`src/rtl/mem_bus_arbiter.sv`:
```
// rtl/mem_bus_arbiter.sv - two-master round-robin arbiter for the RAM/LEDS bus (optional MEM_BUS_ERR_EN)
module mem_bus_arbiter #(
    parameter int DW     = 9,
    parameter int AW     = 9,
    parameter int RAM_AW = 7
) (
    input  logic              clk,
    input  logic              resetn,
    input  logic              m0_req,
    input  logic [AW-1:0]     m0_addr,
    input  logic              m0_we,
    input  logic [DW-1:0]     m0_wdata,
    output logic              m0_gnt,
    output logic              m0_rvalid,
    output logic [DW-1:0]     m0_rdata,
    input  logic              m1_req,
    input  logic [AW-1:0]     m1_addr,
    input  logic              m1_we,
    input  logic [DW-1:0]     m1_wdata,
    output logic              m1_gnt,
    output logic              m1_rvalid,
    output logic [DW-1:0]     m1_rdata,
    output logic [RAM_AW-1:0] ram_addr,
    output logic [DW-1:0]     ram_wdata,
    output logic              ram_wren,
    input  logic [DW-1:0]     ram_q,
    output logic              leds_wr,
    output logic [DW-1:0]     leds_data,
    output logic              busy
`ifdef MEM_BUS_ERR_EN
    ,
    output logic              bus_err,
    output logic [AW-1:0]     bus_err_addr
`endif
);

    typedef enum logic [1:0] {IDLE, ACCESS, RDWAIT} state_t;

    localparam logic [1:0] REG_RAM  = 2'b00;
    localparam logic [1:0] REG_LEDS = 2'b01;

    state_t          state;
    logic            last;
    logic            win;
    logic [AW-1:0]   addr_q;
    logic            we_q;

    logic            pick_v;
    logic            pick;
    logic [AW-1:0]   sel_addr;
    logic            sel_we;
    logic [DW-1:0]   sel_wdata;
    logic [1:0]      sel_region;
    logic [DW-1:0]   rd_mux;

    // Contention goes to whoever did not win last; a lone requester always wins.
    assign pick_v     = m0_req | m1_req;
    assign pick       = (m0_req & m1_req) ? ~last : m1_req;
    assign sel_addr   = pick ? m1_addr  : m0_addr;
    assign sel_we     = pick ? m1_we    : m0_we;
    assign sel_wdata  = pick ? m1_wdata : m0_wdata;
    assign sel_region = sel_addr[AW-1:AW-2];

    assign busy = (state != IDLE);

    // RAM data arrives during RDWAIT, so read data is steered combinationally.
    assign rd_mux   = (state == RDWAIT && addr_q[AW-1:AW-2] == REG_RAM) ? ram_q : '0;
    assign m0_rdata = (state == RDWAIT && !win) ? rd_mux : '0;
    assign m1_rdata = (state == RDWAIT &&  win) ? rd_mux : '0;

    always_ff @(posedge clk or negedge resetn) begin
        if (!resetn) begin
            state     <= IDLE;
            last      <= 1'b1;
            win       <= 1'b0;
            addr_q    <= '0;
            we_q      <= 1'b0;
            m0_gnt    <= 1'b0;
            m1_gnt    <= 1'b0;
            m0_rvalid <= 1'b0;
            m1_rvalid <= 1'b0;
            ram_addr  <= '0;
            ram_wdata <= '0;
            ram_wren  <= 1'b0;
            leds_wr   <= 1'b0;
            leds_data <= '0;
`ifdef MEM_BUS_ERR_EN
            bus_err      <= 1'b0;
            bus_err_addr <= '0;
`endif
        end else begin
            m0_gnt    <= 1'b0;
            m1_gnt    <= 1'b0;
            m0_rvalid <= 1'b0;
            m1_rvalid <= 1'b0;
            ram_wren  <= 1'b0;
            leds_wr   <= 1'b0;
            case (state)
                IDLE: begin
                    if (pick_v) begin
                        state  <= ACCESS;
                        win    <= pick;
                        last   <= pick;
                        addr_q <= sel_addr;
                        we_q   <= sel_we;
                        m0_gnt <= ~pick;
                        m1_gnt <= pick;
                        if (sel_region == REG_RAM) begin
                            ram_addr  <= sel_addr[RAM_AW-1:0];
                            ram_wdata <= sel_wdata;
                            ram_wren  <= sel_we;
                        end else if (sel_region == REG_LEDS && sel_we) begin
                            leds_wr   <= 1'b1;
                            leds_data <= sel_wdata;
                        end
`ifdef MEM_BUS_ERR_EN
                        if (!bus_err && (sel_region[1] || (sel_region == REG_LEDS && !sel_we))) begin
                            bus_err      <= 1'b1;
                            bus_err_addr <= sel_addr;
                        end
`endif
                    end
                end
                ACCESS: begin
                    state     <= we_q ? IDLE : RDWAIT;
                    m0_rvalid <= ~we_q & ~win;
                    m1_rvalid <= ~we_q &  win;
                end
                RDWAIT:  state <= IDLE;
                default: state <= IDLE;
            endcase
        end
    end

endmodule

```
`config.mk`:
```
export PLATFORM = sky130hd
export DESIGN_NAME = mem_bus_arbiter
export DESIGN_NICKNAME = d
export VERILOG_FILES = /design/src/rtl/mem_bus_arbiter.sv
export SDC_FILE = /design/constraint.sdc
export NUM_CORES = 1
export LEC_CHECK = 0
export ABC_AREA = 1
export ABC_CLOCK_PERIOD_IN_PS = 1600
export CORE_MARGIN = 2
export CORE_UTILIZATION = 39
export DETAILED_ROUTE_END_ITERATION = 16
export PLACE_DENSITY = 0.8
export SETUP_SLACK_MARGIN = 0.1
export SLEW_MARGIN = 20
export SYNTH_ARGS = -nofsm -noshare
export SYNTH_HDL_FRONTEND = slang
export SYNTH_SLANG_ARGS = --single-unit
```
`constraint.sdc`:
```
create_clock -name clk -period 1.6 [get_ports clk]
set_input_delay 0.24 -clock clk [delete_from_list [all_inputs] [get_ports clk]]
set_output_delay 0.24 -clock clk [all_outputs]
set_load 0.02 [all_outputs]
```
Word-level counts from Yosys, hierarchy flattened
Cells that the tools add are included.

Bits in registers: 45. Output and inout port bits: 50. Logic and storage cells: 62.

Equal/unequal tests: 4. Bitwise logic cells: 9. Multiplexer cells: 23. Reduce and logical (&&, ||, !) cells: 12.

Operators with widths (count): $mux W9 (5); $mux W1 (15); $logic_not A2 Y1 (3); $not A1 Y1 (5); $eq A2 B1 Y1 const B (2); $logic_and A1 B1 Y1 (4); $mux W2 (2); $pmux W2 S2 (1); $reduce_and A4 Y1 (1); $and A1 B1 Y1 (3); $reduce_and A3 Y1 (1); $eq A2 B2 Y1 const B (1); $ne A2 B2 Y1 const B (1); $reduce_and A2 Y1 (1); $reduce_bool A2 Y1 (1); $logic_not A1 Y1 (1); $or A1 B1 Y1 (1).

Longest topological paths before layout
Depth after elaboration: 9. Depth in mapped cells: 9.

Worst setup path before layout
OpenSTA, ideal clock, no wires.

Kind: register -> output. From: reg addr_q[8]. To: out m0_rdata[0]. Stages on the path, launching flop included: 4. Path buffers: 0. Setup slack: 0.007 ns. Data arrival time: 1.353 ns. Data required time: 1.360 ns. Cells stage by stage: dfrtp_1 nor4_2 nand2_1 nor2_1.

Word-level cells in the longest chain between the ends: 4.

RTL lines: start, declared (line 45) `logic [AW-1:0] addr_q;`; start signal, assigned (line 104) `addr_q <= sel_addr;`; $logic_not A2 Y1 (line 67) `assign rd_mux = (state == RDWAIT && addr_q[AW-1:AW-2] == REG_RAM) ? ram_q : '0;`; $logic_and A1 B1 Y1 (line 67); $mux W9 (line 67); $mux W9 (line 68) `assign m0_rdata = (state == RDWAIT && !win) ? rd_mux : '0;`; end, declared (line 15) `output logic [DW-1:0] m0_rdata,`.

No other way between the ends.

Worst setup path after layout
From: reg addr_q[8]. To: out m1_rdata[5].

Word-level cells in the longest chain between the ends: 4.

RTL lines: $logic_not A2 Y1 (line 67); $logic_and A1 B1 Y1 (line 67); $mux W9 (line 67); $mux W9 (line 69) `assign m1_rdata = (state == RDWAIT && win) ? rd_mux : '0;`; end, declared (line 22) `output logic [DW-1:0] m1_rdata,`.

No other way between the ends.

==> flow_summary_export.csv <==
group,metric,value,unit
synthesis,synth_top_area_share,48.6,%
die,die_w,73.9,µm
critical_path,crit_path_frequent_cell,"buf_6",
outcome,violations,"setup timing",
sta,setup_viol,18,
sta,rsz0062_at_grt,"true",
drt,met1Wirelength,2530,µm
critical_path,crit_path_start,"addr_q[8]$_DFFE_PN0P_",
clock_tree,cts_sinks,38,
die,die_h,73.9,µm
drt,post_drt_wl_per_cell,14.3,µm
die,coreArea,4720,µm²
die,ioPinCount,101,
clock_tree,cts_root_buf,"clkbuf_8",
critical_path,crit_path_end,"m1_rdata[5]",
critical_path,cp_cell_sequence,"nor4_4 -> buf_6 -> nand2_2 -> nor2_2 -> buf_6",
synthesis,synth_cell_types,21,
synthesis,synthCells,240,
synthesis,synth_largest_area_cell,"dfrtp_1",
drt,drtPass1Iterations,4,
drt,vias,2061,
placed_design,dp_hpwl,4140,µm
synthesis,syn_area,1900,µm²
clock_tree,clkTransAtPathRegs,80,ps
clock_tree,htreeDepth,2,
outcome,status,"complete, but fails checks",
critical_path,path_max_fanout,4,
placed_design,post-place-ws,-304,ps
die,start_util,40.3,%
critical_path,slowest_stage,"dfrtp_1",
placed_design,placed_area,3130,µm²
synthesis,synth_commonest_cells,"nand2_1 (114), dfrtp_1 (37), nand3_1 (26), nor2_1 (24), inv_1 (8)",
critical_path,cp_slowest_stage_delay,410,ps
grt,grt_usage,19.8,%
critical_path,r2r_start,"state[0]$_DFFE_PN0P_",
placed_design,placed_cells,422,
flow_run,maxCapViolCount,0,
die,fp-row-count,25,
critical_path,cp-start-kind,"flip-flop",
synthesis,yosysSeqAreaShare,50.0,%
drt,drc,0,
synthesis,synthArstFlopShare,100,%
final_layout,fill_cells,346,
final_layout,final-instance-count-excl-fill,441,
drt,wl,6330,µm
final_layout,design_area,3520,µm²
grt,grt_pass1_wl,8280,µm
clock_tree,cts_buffers,5,
final_layout,diodes,0,
sta,setup_ws,-190,ps
sta,skew,6.66,ps
grt,grt.overflow.total,0,
drt,wl_met2,3220,µm
placed_design,place_congestion,0.808,
sta,drv_slew,0,
grt,grt_max_degree,24,
critical_path,crit_path_end_kind,"output port",
final_layout,layout-drive-gt1-share,27.0,%
sta,min_period,1790,ps
critical_path,cp.required,1360,ps
critical_path,reg2reg_depth,8,
placed_design,numPortBuffers,100,
critical_path,r2r_setup_slack,90,ps
power,power_density,1490,nW/µm²
critical_path,r2r-end,"leds_data[0]$_DFFE_PN0P_",
drt,drt_iter0_drc,80,
final_layout,multi_input_comb_area,1010,µm²
grt,antenna_found_initial,0,
final_layout,area_delta_synth_final,84.9,%
clock_tree,clockBufferDepth,2,
power,power,5260,µW
clock_tree,insertion_delay,290,ps
final_layout,nets,425,
synthesis,syn_area_per_cell,7.93,µm²
sta,fmax,559,MHz
power,p_leak,0.00202,µW
critical_path,cp.arrival,1550,ps
sta,slew_headroom,65.8,%
synthesis,yosysMostFrequentCell,"nand2_1",
critical_path,crit_type,"flip-flop to output port",
drt,top_layer_used,"met4",
synthesis,synth_flop_cell,"dfrtp_1",
sta,finalHoldViolCount,0,
synthesis,ys_top_cells_by_area,"dfrtp_1 (49%), nand2_1 (22%), nand3_1 (6.8%)",
drt,wl_met3,549,µm
power,vdd_drop_max,0.742,mV
drt,vias_per_cell,4.67,
drt,ant_nets,0,
clock_tree,cts_tree,"built",
synthesis,synth-warning-count,0,
die,dieArea,5460,µm²
min_path,min_path_type,"input port to asynchronous set/reset pin",
synthesis,ys_seq_elements,38,
sta,worstMarginPinSlew,512,ps
synthesis,syn-num-nets,291,
sta,fin_crit_sh,112,%
synthesis,synth_edf_count,0,
grt,grt_pass1_vias,1773,
final_layout,register_area,952,µm²
-- kinds of logic after synthesis --
family / after synthesis / share of synthesized area [%]
buffers and inverters: 17 / 5.12
AND/OR/NAND/NOR: 181 / 43.2
AO/OA/AOI/OAI: 4 / 1.64
flip-flops: 38 / 50.0
-- power breakdown --
part           internal (µW)  leakage [µW]  switching, µW
clock network            292     0.0000438            331
registers               1380      0.000479            250
logic                   1340       0.00150           1670
total                   3010       0.00202           2250
-- worst min-delay path by stage --
stage | startpoint | endpoint | slack, ps | cells past startpoint
after floorplan | resetn | addr_q[7]$_DFFE_PN0P_ | -60 | 0
after global placement | resetn | ram_addr[5]$_DFFE_PN0P_ | 240 | 1
after detailed placement | resetn | ram_addr[5]$_DFFE_PN0P_ | 240 | 1
after CTS | resetn | ram_addr[5]$_DFFE_PN0P_ | 470 | 2
after global routing | win$_DFFE_PN0P_ | m0_rvalid$_DFF_PN0_ | 490 | 1
final | resetn | ram_addr[5]$_DFFE_PN0P_ | 460 | 2
-- layout make-up --
| type | instances | share of cell area (%) |
|---|---|---|
| clock buffer | 5 | 1.95 |
| clock inverter | 2 | 0.284 |
| inverter | 9 | 1.03 |
| multi-input combinational | 187 | 28.7 |
| sequential | 38 | 27.0 |
| tap | 67 | 2.38 |
| timing repair buffer | 133 | 38.6 |
-- worst max-delay path: cells and delay by family, from the launching register on --
family	cells	cell delay [ps]
AND/OR/NAND/NOR	3	530
flip-flops	1	410
buffers and inverters	2	310
-- cell usage in the layout (no fill, tap or decap), types with 4 or more instances in the layout --
master / count
nand2_1: 101
nand3_1: 26
dfrtp_1: 37
nor2_2: 6
clkbuf_8: 5
nand2_2: 10
dlygate4sd2_1: 5
nor2_4: 6
buf_12: 4
buf_4: 29
nor2_1: 14
dlymetal6s2s_1: 22
inv_1: 7
nand2_4: 11
buf_6: 17
clkdlybuf4s50_1: 53
-- per-layer routing --
metal	track usage [%]	up-vias
met3	5.62	4
met2	33.3	83
met1	25.4	952
met4	4.24	0
met5	0	-
li1	-	1022
-- per-stage QoR --
stage	setup TNS, ps	utilization [%]	hold WS (ps)
after floorplan	0	-	-55.6
after global placement	-5920	66.3	239
after detailed placement	-7320	66.3	240
after CTS	-2580	67.2	472
after global routing	-4070	74.5	490
final	-3000	74.5	456
-- timing repair --
item / CTS / global route
endpoints found under the setup margin: 24 / 64
pin swaps: 3 / 22
endpoints found under the hold margin: 20 / 0
cloned: 1 / 2
resized for setup: 104 / 73
hold buffers: 1 / 0
setup buffers: 0 / 9
-- state kept, by name, indices dropped and copies added, names as in the netlist --
name,cells
ram_wren,1
ram_addr,7
leds_data,9
m0_rvalid,1
m1_gnt,1
m0_gnt,1
win,1
ram_wdata,9
we_q,1
m1_rvalid,1
state,2
addr_q,2
last,1
leds_wr,1
Note: power is estimated with default switching activity, not from simulation.
